$ cat src/rtl/rx_fifo_read_ctrl.sv
// Rx FIFO read-side controller: pops words, holds the current word for the AHB
// register file, counts delivered words and flags reads that find no data.
module rx_fifo_read_ctrl #(
  parameter int DATA_WIDTH = 32,
  parameter int CNT_WIDTH  = 16
) (
  input  logic                  HCLK,
  input  logic                  HRESETn,
  input  logic                  fifo_empty,
  input  logic [DATA_WIDTH-1:0] fifo_rd_data,
  output logic                  fifo_rd_en,
  input  logic                  rx_enable,
  input  logic                  rx_rd_req,
  input  logic                  irq_en,
  input  logic                  clr_status,
  output logic [DATA_WIDTH-1:0] rx_data,
  output logic                  rx_valid,
  output logic                  rx_irq,
  output logic                  underrun,
  output logic [CNT_WIDTH-1:0]  rx_word_cnt
);

  localparam logic [1:0] ST_IDLE  = 2'd0;
  localparam logic [1:0] ST_FETCH = 2'd1;
  localparam logic [1:0] ST_FULL  = 2'd2;

  localparam logic [CNT_WIDTH-1:0] CNT_ONE = {{(CNT_WIDTH-1){1'b0}}, 1'b1};

  logic [1:0]            state_q, state_d;
  logic [DATA_WIDTH-1:0] data_q, data_d;
  logic                  valid_q, valid_d;
  logic                  underrun_q, underrun_d;
  logic [CNT_WIDTH-1:0]  cnt_q, cnt_d;
  logic                  pop_ok;
  logic                  rd_en;
  logic                  underrun_event;

  // A pop issued while reset is held would be lost, so reset also blocks it.
  assign pop_ok = HRESETn & rx_enable & ~fifo_empty;

  always_comb begin
    rd_en = 1'b0;
    case (state_q)
      ST_IDLE: rd_en = pop_ok;
      ST_FULL: rd_en = pop_ok & rx_rd_req;
      default: rd_en = 1'b0;
    endcase
  end

  assign underrun_event = rx_rd_req & (state_q != ST_FULL);

  always_comb begin
    state_d = state_q;
    data_d  = data_q;
    valid_d = valid_q;
    cnt_d   = cnt_q;
    case (state_q)
      ST_IDLE: begin
        if (rd_en) state_d = ST_FETCH;
      end
      ST_FETCH: begin
        state_d = ST_FULL;
        data_d  = fifo_rd_data;
        valid_d = 1'b1;
      end
      ST_FULL: begin
        if (rx_rd_req) begin
          cnt_d   = cnt_q + CNT_ONE;
          valid_d = 1'b0;
          state_d = rd_en ? ST_FETCH : ST_IDLE;
        end
      end
      default: begin
        state_d = ST_IDLE;
        valid_d = 1'b0;
      end
    endcase
    if (clr_status) cnt_d = '0;
    underrun_d = underrun_event | (underrun_q & ~clr_status);
  end

  always_ff @(posedge HCLK) begin
    if (!HRESETn) begin
      state_q    <= ST_IDLE;
      data_q     <= '0;
      valid_q    <= 1'b0;
      underrun_q <= 1'b0;
      cnt_q      <= '0;
    end else begin
      state_q    <= state_d;
      data_q     <= data_d;
      valid_q    <= valid_d;
      underrun_q <= underrun_d;
      cnt_q      <= cnt_d;
    end
  end

  assign fifo_rd_en  = rd_en;
  assign rx_data     = data_q;
  assign rx_valid    = valid_q;
  assign rx_irq      = valid_q & irq_en;
  assign underrun    = underrun_q;
  assign rx_word_cnt = cnt_q;

endmodule
$ cat config.mk
export PLATFORM = sky130hd
export DESIGN_NAME = rx_fifo_read_ctrl
export DESIGN_NICKNAME = d
export VERILOG_FILES = /design/src/rtl/rx_fifo_read_ctrl.sv
export SDC_FILE = /design/constraint.sdc
export NUM_CORES = 1
export LEC_CHECK = 0
export CAP_MARGIN = 30
export CORE_MARGIN = 3
export CORE_UTILIZATION = 30
export DETAILED_ROUTE_END_ITERATION = 12
export HOLD_SLACK_MARGIN = 0.06
export MAX_ROUTING_LAYER = met4
export PLACE_DENSITY = 0.69
export SYNTH_ARGS = -nofsm -noshare
export SYNTH_HDL_FRONTEND = slang
export SYNTH_SLANG_ARGS = --single-unit
$ cat constraint.sdc
create_clock -name HCLK -period 1.95 [get_ports HCLK]
set_clock_uncertainty 0.05 [all_clocks]
set_input_delay 0.585 -clock HCLK [delete_from_list [all_inputs] [get_ports HCLK]]
set_output_delay 0.585 -clock HCLK [all_outputs]
set_load 0.005 [all_outputs]
==> results.md <==
- Largest family of logic cells by synthesized area: simple AND/OR/NAND/NOR gates
- Vias in the first global route: 1945
- RSZ-0062 raised after global routing: false
- Setup TNS: 0 ps
- Startpoint Class: flop
- Final Max Tran Viols: 0
- Area Growth Syn to Fin: 56.0%
- MaxCap Viol Count: 0
- Crit Path Class: reg -> out
- Fmax: between 500 and 600 MHz
- Worst slew pin tran: slightly below 400 ps
- Yosys Warn Count: 0
- Netlist cell types: 35
- # clock sinks: between 50 and 60
- Remaining Overflow, GRT: 0
- CTS H-tree lvls: 2
- Post-Route WL: ~5.6 mm
- First-pass GRT wire length: between 8 and 9 mm
- Layout Cell Area excl Fill: approximately 0.0033 mm2
- CORE AREA: about 0.0066 mm2
- Post-synthesis sequential area ratio: 0.497
- Normalized max-slew margin: 0.735
- Initial Utilization: 0.319
- Nets: between 300 and 400
- Synth Area in Compound Gates: 0.165
- Routed len/inst: 12.8 um
- Crit path max fanout: 5
- Gp weighted congestion: between 0.7 and 0.8
- Chip Height: approximately 90 um
- Leakage power: ~1.2 nW
- Largest net degree at the start of global routing: 38
- Number of synthesized flops with an enable pin: 0
- Post-synth top area share: 0.497
- Register bit total from synthesis: 52
- Synth Instances: between 200 and 250
- Xor/xnor share of the synthesized area: 0.0418
- DR iter-0 viols: 95
- Layout cell share with drive strength beyond 1: 0.0965
- Ys flop type: dfxtp_1
- Die Width: between 80 and 90 um
- Post-Syn Area per Cell: ~8.6 um2
- Max IR drop VDD: between 0.3 and 0.4 mV
- Clk_lat worst skew: ~300 ps
- Outcome: finished clean
- WHS Endpoint: rx_data[8]$_SDFFE_PN0P_
- Asr flop ratio synth: 0
- Post-DRT Antenna Nets: 0
- Hold-fix buffer count after cts: 0
- Required time worst endpoint: 1310 ps
- Power Density: ~600 mW/mm2
- Clk buf depth: 2
- Synthesized Nets: 284
- Total global routing track utilization: 0.151
- Inserted Clock Buffers: 5
- Hold WS: 413 ps
- Post-layout minimum cycle time: about 1900 ps
- TritonRoute pass-1 iters: 4
- Worst reg2reg startpoint: rx_word_cnt[5]$_SDFFE_PP0P_
- R2R depth: 4
- Mux cell area share after synthesis: 0.00478
- Critical hold path startpoint: rx_data[8]$_SDFFE_PN0P_
- PortBufs: 90
- Rows: 29
- Worst-path clk slew: ~90 ps
- Hold WC Path Type: reg -> reg
- Period Utilization, post-route: 0.970
- CTS tree: built
- Hold Vio Cnt, Final: 0
- Top cells by area, synth: dfxtp_1 (50%), nand2_1 (13%), a21boi_0 (12%), xor2_1 (3.3%), clkbuf_1 (2.3%)
- DRC viols: 0
- Post-Syn Area: approximately 0.0021 mm2
- HPWL Detailed: ~4.0 mm
- Endpoints failing setup: 0
- Simple-Gate Fraction of Synth Area: 0.251
- Placed cell areas: approximately 0.0032 mm2
- Leading area contributor after synthesis: dfxtp_1
- R2R setup slack: approximately 220 ps
- Worst Path Arrival: around 1300 ps
- DIE AREA: between 0.008 and 0.009 mm2
- Worst Hold Depth: 2
- Vias post-DR: between 2000 and 2500
- Adder-Cell Fraction of Synth Area: 0.00597
- CTS Root Cell: clkbuf_8
- Crit. End Element: output pin
- Vias per cell: ~4.6
- Initial antenna violation count: 1
- I/O pins: 91
- Worst R2R End: rx_word_cnt[13]$_SDFFE_PP0P_
## worst max-delay path by stage
stage / start / end / slack (ps) / cells past startpoint
2_1_floorplan: rx_rd_req / rx_word_cnt[13]$_SDFFE_PP0P_ / 30 / 5
3_3_place_gp: HRESETn / fifo_rd_en / -510 / 3
3_5_place_dp: HRESETn / fifo_rd_en / -510 / 3
4_1_cts: rx_word_cnt[3]$_SDFFE_PP0P_ / rx_word_cnt[3] / 2 / 1
5_1_grt: rx_word_cnt[5]$_SDFFE_PP0P_ / rx_word_cnt[5] / 2 / 1
6_report: rx_word_cnt[4]$_SDFFE_PP0P_ / rx_word_cnt[4] / 60 / 2
## per-layer routing
metal / vias to the layer above / GRT usage / part of all wire
li1: 1013 / - / -
met1: 921 / 0.177 / 0.45
met2: 70 / 0.233 / 0.45
met3: 9 / 0.0630 / 0.088
met4: 0 / 0.0474 / 0.014
met5: - / - / 0
## area by class of cell
type / count / area [um2]
fill: 625 / 3300
sequential: 52 / 1050
timing repair buffer: 106 / 1020
multi-input combinational: 174 / 982
tap: 93 / 116
clock buffer: 8 / 90.1
inverter: 2 / 7.51
antenna: 1 / 2.50
## synth_stat cells (2+ instances only)
master / count
nand2_1: 71
dfxtp_1: 52
a21boi_0: 33
clkbuf_1: 13
nor2_1: 12
xor2_1: 8
nand4_1: 6
o21ai_0: 6
a21oi_1: 4
or3_1: 4
and3_1: 3
nand3_1: 3
and2_1: 2
inv_1: 2
nand2b_1: 2
nor3_1: 2
o2111a_1: 2
xnor2_1: 2
## cell usage in the layout (no fill, tap or decap), types with 2 or more instances in the layout
cell type and instances:
inv_1 2, a21oi_1 4, o2111a_1 2, nand4_1 6
and2_1 2, dfxtp_1 46, nand3_1 3, buf_4 14
a21boi_0 33, xor2_1 8, nor3_1 2, nand2b_1 2
nor2_1 12, xnor2_1 2, and3_1 3, nand2_1 71
buf_2 2, clkdlybuf4s50_1 84, o21ai_0 6, clkbuf_8 6
or3_1 4, dlygate4sd2_1 4, dfxtp_2 6, clkbuf_1 2
## through the flow
stage	std cells	power, W	setup WS (ps)	util
5_1_grt	436	0.00205	1.69	0.498
3_5_place_dp	424	0.00135	-505	0.481
4_1_cts	435	0.00199	2.24	0.496
3_3_place_gp	424	0.00135	-514	0.481
6_report	436	0.00195	57.7	0.498
2_1_floorplan	244	0.00120	28.7	-
## cell families after synthesis
family,after synthesis
AO/OA/AOI/OAI,48
XOR/XNOR,10
adder cells (fa/ha/maj),1
buffers and inverters,18
flip-flops,52
multiplexers,1
AND/OR/NAND/NOR,114
## where the power goes
| part | leakage, nW | switching (W) | internal [W] | total, W |
|---|---|---|---|---|
| clock network | 0.0455 | 0.000333 | 0.000290 | 0.000623 |
| registers | 0.424 | 0.0000136 | 0.00109 | 0.00110 |
| logic | 0.699 | 0.0000828 | 0.000146 | 0.000229 |
| total | 1.17 | 0.000429 | 0.00152 | 0.00195 |
## flip-flops by register name, indices dropped and copies added, names as in the netlist
name,count
rx_valid,1
rx_data,32
underrun,1
state_q,2
rx_word_cnt,16
## worst max-delay path: stages, from the launching register on
cell and delay, ps:
dfxtp_2 340, buf_4 130, clkdlybuf4s50_1 500
## timing repair
action,4_1_cts,5_1_grt
setup buffers,3,0
endpoints found under the setup margin,4,6
pin swaps,1,0
resized for setup,13,6
(Power assumes the default switching activity.)
